File: src/rtl/memory_reader_32_7_if.sv
// memory_reader_32_7_if: command, memory read port and output stream of the memory reader; abort/aborted exist only with MEMORY_READER_ABORT_EN
interface memory_reader_32_7_if;
    logic        start;
    logic [6:0]  start_address;
    logic [7:0]  start_length;
    logic        busy;
    logic        done;
    logic [6:0]  m_rd_address;
    logic [31:0] m_rd_data;
    logic        out_vld;
    logic        out_rdy;
    logic [31:0] out_data;
    logic        out_last;
`ifdef MEMORY_READER_ABORT_EN
    logic        abort;
    logic        aborted;
    modport master (
        input  start, start_address, start_length, m_rd_data, out_rdy, abort,
        output busy, done, m_rd_address, out_vld, out_data, out_last, aborted
    );
    modport slave (
        output start, start_address, start_length, m_rd_data, out_rdy, abort,
        input  busy, done, m_rd_address, out_vld, out_data, out_last, aborted
    );
`else
    modport master (
        input  start, start_address, start_length, m_rd_data, out_rdy,
        output busy, done, m_rd_address, out_vld, out_data, out_last
    );
    modport slave (
        output start, start_address, start_length, m_rd_data, out_rdy,
        input  busy, done, m_rd_address, out_vld, out_data, out_last
    );
`endif
endinterface

File: src/rtl/memory_reader_32_7.sv
// memory_reader_32_7: streams a burst of words from a 2-cycle-latency memory into a 4-deep valid/ready FIFO; optional abort via MEMORY_READER_ABORT_EN
module memory_reader_32_7 (
    input logic                  clk,
    input logic                  reset,
    memory_reader_32_7_if.master bus
);
`ifdef MEMORY_READER_ABORT_EN
    typedef enum logic [2:0] {IDLE, READ, DRAIN, DONE, ABORT} state_t;
`else
    typedef enum logic [1:0] {IDLE, READ, DRAIN, DONE} state_t;
`endif
    state_t      state, nxt;
    logic [6:0]  addr, rd_addr_q;
    logic [7:0]  remaining, len;
    logic        p0_v, p0_l, p1_v, p1_l;
    logic [31:0] fifo_data [4];
    logic        fifo_last [4];
    logic [1:0]  wr_ptr, rd_ptr, inflight;
    logic [2:0]  fifo_count;
    logic        issue, push, pop, last_hs, abort_now, discard;

    assign len      = bus.start_length > 8'd128 ? 8'd128 : bus.start_length;
    assign inflight = {1'b0, p0_v} + {1'b0, p1_v};
    // Credit check counts words already buffered plus words still in the return pipe
    assign issue    = state == READ && remaining != 8'd0 && !abort_now && (fifo_count + {1'b0, inflight}) < 3'd4;
    assign push     = p1_v && !discard;
    assign pop      = bus.out_vld && bus.out_rdy;
    assign last_hs  = pop && bus.out_last;
`ifdef MEMORY_READER_ABORT_EN
    assign abort_now = bus.abort && (state == READ || state == DRAIN);
    assign discard   = abort_now || state == ABORT;
`else
    assign abort_now = 1'b0;
    assign discard   = 1'b0;
`endif

    // State register
    always_ff @(posedge clk) begin
        if (reset) state <= IDLE;
        else state <= nxt;
    end

    // Next-state logic
    always_comb begin
        nxt = state;
        case (state)
            IDLE:  nxt = bus.start ? (len == 8'd0 ? DONE : READ) : IDLE;
            READ:  nxt = abort_now ? state_t'(nxt) : (issue && remaining == 8'd1) ? DRAIN : READ;
            DRAIN: nxt = abort_now ? state_t'(nxt) : last_hs ? DONE : DRAIN;
            DONE:  nxt = IDLE;
`ifdef MEMORY_READER_ABORT_EN
            ABORT: nxt = inflight == 2'd0 ? IDLE : ABORT;
`endif
            default: nxt = IDLE;
        endcase
`ifdef MEMORY_READER_ABORT_EN
        if (abort_now) nxt = ABORT;
`endif
    end

    // Status outputs decoded from state; address holds its last issued value when idle
    always_comb begin
        bus.busy         = state != IDLE;
        bus.done         = state == DONE;
        bus.m_rd_address = issue ? addr : rd_addr_q;
`ifdef MEMORY_READER_ABORT_EN
        bus.aborted      = state == ABORT && inflight == 2'd0;
`endif
    end

    // Command latch and address/count advance on each issued read
    always_ff @(posedge clk) begin
        if (reset) begin
            addr      <= 7'd0;
            remaining <= 8'd0;
            rd_addr_q <= 7'd0;
        end else if (state == IDLE && bus.start) begin
            addr      <= bus.start_address;
            remaining <= len;
        end else if (issue) begin
            addr      <= addr + 7'd1;
            remaining <= remaining - 8'd1;
            rd_addr_q <= addr;
        end
    end

    // Two-stage return pipe tracking reads whose data has not yet arrived
    always_ff @(posedge clk) begin
        if (reset) begin
            p0_v <= 1'b0;
            p0_l <= 1'b0;
            p1_v <= 1'b0;
            p1_l <= 1'b0;
        end else begin
            p0_v <= issue;
            p0_l <= issue && remaining == 8'd1;
            p1_v <= p0_v;
            p1_l <= p0_l;
        end
    end

    // Output FIFO; abort empties it immediately while the pipe drains separately
    always_ff @(posedge clk) begin
        if (reset) begin
            for (int i = 0; i < 4; i++) begin
                fifo_data[i] <= 32'd0;
                fifo_last[i] <= 1'b0;
            end
            wr_ptr     <= 2'd0;
            rd_ptr     <= 2'd0;
            fifo_count <= 3'd0;
        end else if (abort_now) begin
            wr_ptr     <= 2'd0;
            rd_ptr     <= 2'd0;
            fifo_count <= 3'd0;
        end else begin
            if (push) begin
                fifo_data[wr_ptr] <= bus.m_rd_data;
                fifo_last[wr_ptr] <= p1_l;
                wr_ptr            <= wr_ptr + 2'd1;
            end
            if (pop) rd_ptr <= rd_ptr + 2'd1;
            fifo_count <= fifo_count + {2'd0, push} - {2'd0, pop};
        end
    end

    // Stream outputs come straight from the FIFO head registers
    always_comb begin
        bus.out_vld  = fifo_count != 3'd0;
        bus.out_data = fifo_data[rd_ptr];
        bus.out_last = bus.out_vld && fifo_last[rd_ptr];
    end
endmodule

File: src/flat_wrapper.sv
// flat-port wrapper written by rule: the top's interface ports become plain ports
module memory_reader_32_7_flat 
  (clk, reset, bus_start, bus_start_address, bus_start_length, bus_m_rd_data, bus_out_rdy, bus_busy, bus_done, bus_m_rd_address, bus_out_vld, bus_out_data, bus_out_last);
  memory_reader_32_7_if bus_i ();
  input logic clk;
  input logic reset;
  input wire logic [$bits(bus_i.start)-1:0] bus_start;
  input wire logic [$bits(bus_i.start_address)-1:0] bus_start_address;
  input wire logic [$bits(bus_i.start_length)-1:0] bus_start_length;
  input wire logic [$bits(bus_i.m_rd_data)-1:0] bus_m_rd_data;
  input wire logic [$bits(bus_i.out_rdy)-1:0] bus_out_rdy;
  output wire logic [$bits(bus_i.busy)-1:0] bus_busy;
  output wire logic [$bits(bus_i.done)-1:0] bus_done;
  output wire logic [$bits(bus_i.m_rd_address)-1:0] bus_m_rd_address;
  output wire logic [$bits(bus_i.out_vld)-1:0] bus_out_vld;
  output wire logic [$bits(bus_i.out_data)-1:0] bus_out_data;
  output wire logic [$bits(bus_i.out_last)-1:0] bus_out_last;
  assign bus_i.start = bus_start;
  assign bus_i.start_address = bus_start_address;
  assign bus_i.start_length = bus_start_length;
  assign bus_i.m_rd_data = bus_m_rd_data;
  assign bus_i.out_rdy = bus_out_rdy;
  assign bus_busy = bus_i.busy;
  assign bus_done = bus_i.done;
  assign bus_m_rd_address = bus_i.m_rd_address;
  assign bus_out_vld = bus_i.out_vld;
  assign bus_out_data = bus_i.out_data;
  assign bus_out_last = bus_i.out_last;
  memory_reader_32_7 u_core (.clk(clk), .reset(reset), .bus(bus_i));
endmodule
File: config.mk
export PLATFORM = sky130hd
export DESIGN_NAME = memory_reader_32_7_flat
export DESIGN_NICKNAME = d
export VERILOG_FILES = /design/src/rtl/memory_reader_32_7_if.sv /design/src/rtl/memory_reader_32_7.sv /design/src/flat_wrapper.sv
export SDC_FILE = /design/constraint.sdc
export NUM_CORES = 1
export LEC_CHECK = 0
export CAP_MARGIN = 20
export CORE_UTILIZATION = 40
export CTS_BUF_LIST = sky130_fd_sc_hd__clkbuf_4 sky130_fd_sc_hd__clkbuf_8 sky130_fd_sc_hd__clkbuf_16
export CTS_CLUSTER_DIAMETER = 60
export CTS_CLUSTER_SIZE = 40
export DETAILED_ROUTE_END_ITERATION = 8
export HOLD_SLACK_MARGIN = 0.05
export PLACE_DENSITY = 0.63
export SETUP_SLACK_MARGIN = 0.02
export SYNTH_ARGS = -nofsm -noshare
export SYNTH_HDL_FRONTEND = slang
export SYNTH_SLANG_ARGS = --single-unit
File: constraint.sdc
create_clock -name clk -period 2.8 [get_ports clk]
set_input_delay 0.28 -clock clk [delete_from_list [all_inputs] [get_ports clk]]
set_output_delay 0.28 -clock clk [all_outputs]
set_load 0.1 [all_outputs]
-- Word-level counts from Yosys, hierarchy flattened
Memory sizes are Yosys's and may differ from the RTL's. A register that Yosys moved wholly into a read port is not among the register bits.
Index checks and enable logic that the tools add are counted.
- word-level logic and storage cells: 68
- memories: 2
- input bits: 51
- output and inout port bits: 43
- bits in registers: 35
- RAM bits: 132
- memories (name ; words ; width ; read ports ; clocked after Yosys merged registers in ; write ports ; RTL line ; RTL):
    u_core.fifo_data ; 4 ; 32 ; 1 ; 1 ; 4 ; memory_reader_32_7.sv:16 ; logic [31:0] fifo_data [4];
    u_core.fifo_last ; 4 ; 1 ; 1 ; 1 ; 4 ; memory_reader_32_7.sv:17 ; logic fifo_last [4];
- reduce and logical (&&, ||, !) cells: 15
- $add $sub $neg: 8
- mux-type cells: 26
- order comparisons: 2
- equality and inequality tests: 4
- operator list (kind ; number):
    32-bit two-way mux ; 1
    32-bit OR reduction ; 1
    8-bit two-way mux ; 3
    7-bit two-way mux ; 3
    2-bit two-way mux ; 9
    1-bit two-way mux ; 9
    8-bit by 1-bit == test with 1-bit output (second input constant) ; 1
    8-bit > comparator (second input constant) ; 1
    8-bit logical NOT ; 1
    2-bit case mux with 4 select lines ; 1
    8-bit nonzero test ; 1
    8-bit by 1-bit subtractor with 8-bit output (second input constant) ; 1
    7-bit by 1-bit adder with 7-bit output (second input constant) ; 1
    1-bit logical AND ; 7
    2-bit by 1-bit adder with 2-bit output (second input constant) ; 2
    2-bit == test (second input constant) ; 2
    2-bit nonzero test ; 2
    3-bit by 1-bit adder with 3-bit output ; 1
    3-bit by 2-bit adder with 3-bit output ; 1
    3-bit less-than comparator (second input constant) ; 1
    3-bit nonzero test ; 1
    3-bit by 1-bit subtractor with 3-bit output ; 1
    1-bit by 1-bit adder with 2-bit output ; 1
    2-bit by 1-bit == test with 1-bit output (second input constant) ; 1
    other kinds (2) ; 2

-- Depth between registers and ports, before layout
Gate-level depths: netlist of run 1.
- depth in word-level cells: 7
- gate-level depth with buffers: 9
- mapped depth without buffers: 9

-- Least setup slack after synthesis of run 1
Ideal clock, no wire load.
- path type: register to register
- from: register u_core.wr_ptr[0]
- to: memory u_core.fifo_data[2][0], enable pin
- clock period less this slack: 2.650 ns
- arrival time: 2.220 ns
- required time: 2.370 ns
- path buffers: 1
- setup time: 0.430 ns
- path slack: 0.150 ns
- stages on the path, launching flop included: 4
- cells stage by stage: dfxtp_1 nand2b_1 clkbuf_1 o21bai_1
- RTL lines (what ; RTL line ; RTL):
    start: declaration ; memory_reader_32_7.sv:18 ; logic [1:0] wr_ptr, rd_ptr, inflight;
    start signal: assignment ; memory_reader_32_7.sv:120 ; wr_ptr <= wr_ptr + 2'd1;
    end: declaration ; memory_reader_32_7.sv:16 ;

-- Final worst setup path of run 1
- from: register u_core.fifo_count[0]
- to: output bus_m_rd_address[2]
- cells in the longest elaborated chain, start to end: 4
- ends and longest elaborated chain (what ; RTL line ; RTL):
    start: declaration ; memory_reader_32_7.sv:19 ; logic [2:0] fifo_count;
    start signal: assignment ; memory_reader_32_7.sv:123 ; fifo_count <= fifo_count + {2'd0, push} - {2'd0, pop};
    3-bit by 2-bit adder with 3-bit output ; memory_reader_32_7.sv:25 ; assign issue = state == READ && remaining != 8'd0 && !abort_now && (fifo_count + {1'b0, inflight}) < 3'd4;
    3-bit less-than comparator ; memory_reader_32_7.sv:25 ;
    1-bit logical AND ; memory_reader_32_7.sv:25 ;
    7-bit two-way mux ; memory_reader_32_7.sv:65 ; bus.m_rd_address = issue ? addr : rd_addr_q;
    end: declaration ; flat_wrapper.sv:14 ; output wire logic [$bits(bus_i.m_rd_address)-1:0] bus_m_rd_address;
Every way passes these cells.

==> results.tsv, run 1 <==
stage	metric	value	unit
outcome	outcome	complete, but fails checks	
outcome	violated checks	DRC	
setup_path	crit end category	output port	
sta	minimum clock period	2660	ps
power	Clock Power Share	28.7	%
synthesis	syn avg cell area	12.8	sq um
route	Antenna Nets Post-Route	0	
sta	Fmax achieved	0.375	GHz
die	Die Y	139	microns
clocking	CTS tree	built	
grt	All-Layer GR Usage	17.9	%
clocking	maximum root-to-sink buffer count	2	
power	switching power	3.25	mW
grt	total congestion overflow	0	
setup_path	Critical Path Start Type	register	
route	drt total wl	16.6	mm
setup_path	crit path cell chain	ha_1 > and3_4 > o21ai_2 > o21ai_0 > nand2_1 > buf_12	
route	DRT iter0 DRCs	263	
synthesis	main combinational cell family by area after synthesis	simple AND/OR/NAND/NOR gates	
power	power per cell area	895	nW/um^2
clocking	worst skew pair latency	420	ps
die	core area	18100	sq um
placement	DP Wirelength	10.5	mm
synthesis	post-synth net total	641	
power	Pleak	3.61	nW
sta	Final Cycle Share	95.1	%
grt	global-route wire length before repair	26.6	mm
setup_path	biggest cell delay along the critical path	480	ps
placement	Post-DP Area	8820	sq um
cells_and_area	Final Cell Area	9460	sq um
cells_and_area	Finished Layout Cells	922	
cells_and_area	layout cell share with drive strength beyond 1	22.1	%
setup_path	Largest delay share family, worst path	compound AO/OA/AOI/OAI gates	
cells_and_area	Area Overhead vs Synth	26.4	%
placement	GP Congestion	0.809	
setup_path	worst path bufs/invs	1	
clocking	Hold Buf Count CTS	0	
clocking	Post-CTS Setup Bufs	0	
route	wire per inst	18.0	microns
sta	Final WS setup	136	ps
cells_and_area	register area	4710	sq um
power	combinational power share	35.6	%
route	via count	4930	
synthesis	Synth Instances	583	
route	vias per cell	5.35	
sta	Fin Clk Skew	6.68	ps
setup_path	critical path data required time	2520	ps
setup_path	Arrival @ worst endpoint	2380	ps
clocking	H-tree levels	4	
route	drt pass-1 iters	6	
die	Ports	94	
clocking	Reg clk slew, reported paths	60	ps
power	Reg power frac	35.7	%
synthesis	register area share after synthesis	62.9	%
min_path	min-delay worst type	reg2reg	
sta	Worst-Margin Slew	717	ps
setup_path	worst-path maximum fanout	13	
sta	RSZ-0062 raised after global routing	false	
job	max_cap viols	0	
cells_and_area	Final Core Density	52.1	%
die	Die Area	19300	sq um
power	Pint	5.21	mW
synthesis	XOR/XNOR Fraction of Synth Area	0.702	%
cells_and_area	Layout Nets	737	
cells_and_area	# fillers	1554	
grt	number of global-route vias before repair	5111	
sta	Final setup viols	0	
placement	pre-CTS setup slack	498	ps
synthesis	Synth cell types	57	
setup_path	slowest CP cell	o21ai_2	
synthesis	synthesis warning total	0	
grt	largest net degree at the start of global routing	34	
synthesis	Async S/R FF share, synth	0	%
clocking	root buffer cell	clkbuf_16	
power	VDD IR-drop max	0.454	mV
synthesis	post-synthesis mux area share	10.1	%
power	total power	8.46	mW
route	DR DRC count	28	
sta	total negative slack	0	ps
synthesis	Post-synth EDFFs	132	
setup_path	Crit Path Category	reg2out	
grt	initial antenna violation count	1	
sta	Fin. Hold Viols	0	
sta	fin. max-slew vios	0	
placement	Port Buffer Count	93	
sta	relative max-transition margin	51.8	%
synthesis	Compound-Gate Fraction of Synth Area	6.34	%
synthesis	Synth Area in Adders	1.27	%
synthesis	Synth Register Bits	169	
die	die width	139	microns
power	sw frac	38.4	%
die	Row Count	49	
clocking	total CTS buffers	17	
sta	WHS	466	ps
clocking	Num Clock Sinks	169	
synthesis	Post-synth top flop	edfxtp_1	
die	Initial Util	41.2	%
clocking	post_cts resized	0	
synthesis	Post-Syn Area	7480	sq um
placement	placed instance count	889	
cells_and_area	Multi-input gate area	2560	sq um
synthesis	Simple-Gate Fraction of Synth Area	14.9	%
## cell families after synthesis
| group | count (synthesis) |
|---|---|
| adder cells (fa/ha/maj) | 7 |
| AND/OR/NAND/NOR | 228 |
| flip-flops | 169 |
| XOR/XNOR | 6 |
| buffers and inverters | 74 |
| multiplexers | 34 |
| AO/OA/AOI/OAI | 65 |
## final cells by class
type	instances	share of cell area, %
Timing Repair Buffer	111	12.1
Clock inverter	15	2.01
Multi-Input combinational cell	340	27.0
Inverter	40	1.59
Sequential cell	169	49.8
Antenna cell	1	0.0265
Tap cell	229	3.03
Clock buffer	17	4.50
## routing by layer
metal,track usage [%],vias to the layer above,routed length (microns)
met2,31.9,152,8550
met1,21.4,2463,6840
li1,-,2306,-
met3,5.15,9,1100
met5,0,-,0
met4,3.92,0,104
## layout by cell type (no fill, tap or decap), types with 8 or more instances in the layout
master | Yosys | layout
inv_1 | 40 | 40
and2_1 | 35 | 35
a21oi_1 | 16 | 16
clkbuf_16 | 0 | 17
edfxtp_1 | 132 | 132
nand3_1 | 14 | 14
buf_4 | 2 | 47
mux4_2 | 33 | 33
nand2_1 | 47 | 47
nor2_1 | 85 | 84
clkdlybuf4s50_1 | 0 | 50
o21ai_0 | 9 | 9
nor3_1 | 8 | 8
buf_12 | 0 | 13
dfxtp_1 | 37 | 35
## sequential cells by signal, indices dropped and copies added, names as in the netlist, named ones only
name               flops
u_core.p0_l            1
u_core.fifo_count      3
u_core.state           2
u_core.p0_v            1
u_core.p1_l            1
u_core.p1_v            1
u_core.wr_ptr          2
u_core.remaining       8
u_core.fifo_last       4
u_core.rd_addr_q       7
u_core.addr            7
u_core.fifo_data     128
u_core.rd_ptr          2
## cell usage after synthesis (all sizes together), types with 5 or more instances
master  number  area share, %
o21ai       10           0.72
nand2       47            2.4
clkbuf      27            1.4
nor4         7           0.75
buf          7           0.53
ha           6            1.0
nor3         8           0.54
nand2b       6           0.50
edfxtp     132             53
dfxtp       37            9.9
a211oi       6           0.60
inv         40            2.0
nand3       14           0.94
a21oi       17            1.2
and2        35            2.9
nor2        85            4.3
mux4        33            9.9
a311oi       5           0.59
## worst reg2reg max path: cells and delay by family (launching register included)
kind	cells	cell delay (ps)
adder cells (fa/ha/maj)	1	330
AO/OA/AOI/OAI	3	780
buffers and inverters	1	210
flip-flops	1	340
AND/OR/NAND/NOR	1	500
## path summary, 6_finish.rpt
check	to	slack [ps]	depth (start not counted)	from
worst max register to register	u_core.addr[5]	550	6	u_core.fifo_count[0]
worst min register to register	u_core.p1_l	470	1	u_core.p0_l
worst max-delay path	bus_m_rd_address[2]	140	6	u_core.fifo_count[0]
worst min-delay path	u_core.p1_l	470	1	u_core.p0_l
## power by group through the flow
stage	Sequential [mW]	Clock (mW)	Combinational [mW]
6_report	3.02	2.43	3.02
5_1_grt	3.04	2.57	3.14
4_1_cts	3.02	2.47	3.01
3_5_place_dp	3.07	0	3.00
3_3_place_gp	3.06	0	2.97
2_1_floorplan	2.99	0	2.33
Power figures use the tool's default switching activity.
==> run 2: changes to the inputs <==
- SETUP_SLACK_MARGIN: 0.02 -> 0.3
==> results.tsv, run 2 (synthesis results as in run 1) <==
stage	metric	value	unit
outcome	outcome	complete, but fails checks	
outcome	violated checks	DRC	
setup_path	crit path capture	bus_m_rd_address[2]	
sta	WHS	445	ps
die	Ports	94	
sta	Final WS setup	386	ps
setup_path	worst-path maximum fanout	8	
die	core area	18100	sq um
job	max_cap viols	0	
sta	Final setup viols	0	
power	combinational power share	35.7	%
setup_path	slowest CP cell	ha_1	
power	Pint	5.42	mW
setup_path	critical path data required time	2520	ps
cells_and_area	layout cell share with drive strength beyond 1	23.9	%
placement	Port Buffer Count	93	
die	Row Count	49	
clocking	CTS tree	built	
clocking	total CTS buffers	17	
power	power per cell area	908	nW/um^2
clocking	Reg clk slew, reported paths	60	ps
power	switching power	3.26	mW
sta	Fmax achieved	0.414	GHz
cells_and_area	commonest non-fill, non-tap cell in the layout	edfxtp_1	
setup_path	Crit Path Category	reg2out	
sta	fin. max-slew vios	0	
cells_and_area	Final Cell Area	9570	sq um
cells_and_area	Area Overhead vs Synth	27.9	%
sta	relative max-transition margin	34.3	%
setup_path	R2R Path End	u_core.fifo_count[2]	
sta	Final Cycle Share	86.2	%
setup_path	crit path cell chain	ha_1 > a21oi_4 > a2bb2oi_4 > buf_12 > nand3_2 > nand2_1 > buf_12	
cells_and_area	Layout Nets	739	
route	Antenna Nets Post-Route	0	
grt	initial antenna violation count	0	
cells_and_area	biggest regs	u_core.fifo_data (128), u_core.remaining (8)	
sta	total negative slack	0	ps
setup_path	biggest cell delay along the critical path	350	ps
setup_path	worst reg2reg path depth	9	
clocking	worst skew pair latency	440	ps
route	via count	4890	
grt	All-Layer GR Usage	18.4	%
grt	number of global-route vias before repair	5036	
sta	Fin Clk Skew	11.1	ps
setup_path	Reg2Reg Launch Point	u_core.fifo_count[1]	
die	die width	139	microns
placement	Post-DP Area	8770	sq um
die	Die Y	139	microns
cells_and_area	Finished Layout Cells	923	
power	total power	8.69	mW
sta	minimum clock period	2410	ps
setup_path	Most common cell on crit path	buf_12	
cells_and_area	commonest non-fill, non-tap cells in the layout	edfxtp_1 (132), nor2_1 (84), clkdlybuf4s50_1 (50)	
route	DR DRC count	8	
sta	Worst-Margin Slew	983	ps
power	Pleak	3.63	nW
setup_path	Critical Path Start Type	register	
route	vias per cell	5.30	
grt	largest net degree at the start of global routing	37	
grt	total congestion overflow	0	
grt	global-route wire length before repair	26.8	mm
die	Initial Util	41.2	%
clocking	Hold Buf Count CTS	0	
cells_and_area	# fillers	1528	
min_path	min-delay worst type	reg2reg	
power	VDD IR-drop max	0.510	mV
placement	placed instance count	887	
sta	RSZ-0062 raised after global routing	true	
cells_and_area	ant diodes	0	
route	DRT iter0 DRCs	296	
setup_path	reg2reg setup slack	620	ps
clocking	Num Clock Sinks	169	
setup_path	Arrival @ worst endpoint	2130	ps
cells_and_area	max FFs per register	128	
placement	DP Wirelength	10.2	mm
die	Die Area	19300	sq um
route	wire per inst	18.3	microns
clocking	root buffer cell	clkbuf_16	
placement	pre-CTS setup slack	475	ps
power	Reg power frac	34.5	%
setup_path	crit end category	output port	
power	sw frac	37.6	%
sta	Fin. Hold Viols	0	
setup_path	Critical Path Start	u_core.fifo_count[0]	
clocking	H-tree levels	4	
clocking	maximum root-to-sink buffer count	2	
cells_and_area	Largest Register	u_core.fifo_data	
placement	GP Congestion	0.790	
route	drt total wl	16.9	mm
power	Clock Power Share	29.8	%
route	drt pass-1 iters	7	
cells_and_area	Final Core Density	52.7	%
-- run 2: cell types whose count changed in the layout (fill, tap and decap cells not counted), moves of 2 or more --
cell       previous run  this run
nand3_1              14         9
nand2_1              47        43
buf_4                47        49
inv_6                 5         2
bufinv_16             3         5
dfxtp_1              35        33
nand2_2               0         4
nand3_2               0         5
dfxtp_2               2         4
o21ai_1               0         7
o21ai_0               9         2
-- run 2: worst max-delay path, delay by kind of cell (launching register included) --
family / cells / cell delay [ps]
simple gates: 2 / 220
fa+ha+maj: 1 / 350
flops: 1 / 340
compound gates: 2 / 470
buf+inv: 2 / 320
-- run 2: timing repair --
action,4_1_cts,5_1_grt
setup endpoints to repair,7,7
buffers inserted,1,2
gates resized for setup,8,18
cloned,0,1
pin swaps,1,2
-- run 2: area by class of cell --
class	count	area [sq um]	area share (%)
Timing Repair Buffer	112	1130	11.8
Clock buffer	18	433	4.52
Clock inverter	14	220	2.30
Multi-Input combinational cell	341	2640	27.6
Sequential cell	169	4710	49.2
Inverter	40	150	1.57
Tap cell	229	287	2.99
-- run 2: power by group through the flow --
stage / Sequential [mW] / Clock (mW) / Combinational [mW]
floorplan: 2.99 / 0 / 2.33
global placement: 3.04 / 0 / 2.97
detailed placement: 3.04 / 0 / 2.99
CTS: 2.99 / 2.62 / 3.06
global route: 3.02 / 2.73 / 3.25
finish: 3.00 / 2.59 / 3.10
-- run 2: how the worst min path moves through the flow --
stage	end	depth (start not counted)	start	slack (ps)
2_1_floorplan	u_core.p1_l	1	u_core.p0_l	410
3_3_place_gp	u_core.p1_l	1	u_core.p0_l	430
3_5_place_dp	u_core.p1_l	1	u_core.p0_l	440
4_1_cts	u_core.remaining[0]	3	bus_start_length[0]	450
5_1_grt	u_core.p1_l	1	u_core.p0_l	460
6_report	u_core.p1_l	1	u_core.p0_l	440
-- run 2: routing by layer --
layer / wire length [microns] / part of all wire, % / GRT usage (%)
met5: 0 / 0 / 0
met4: 208 / 1.2 / 5.79
met3: 1080 / 6.4 / 5.04
met2: 8610 / 51 / 31.6
met1: 7000 / 41 / 22.6
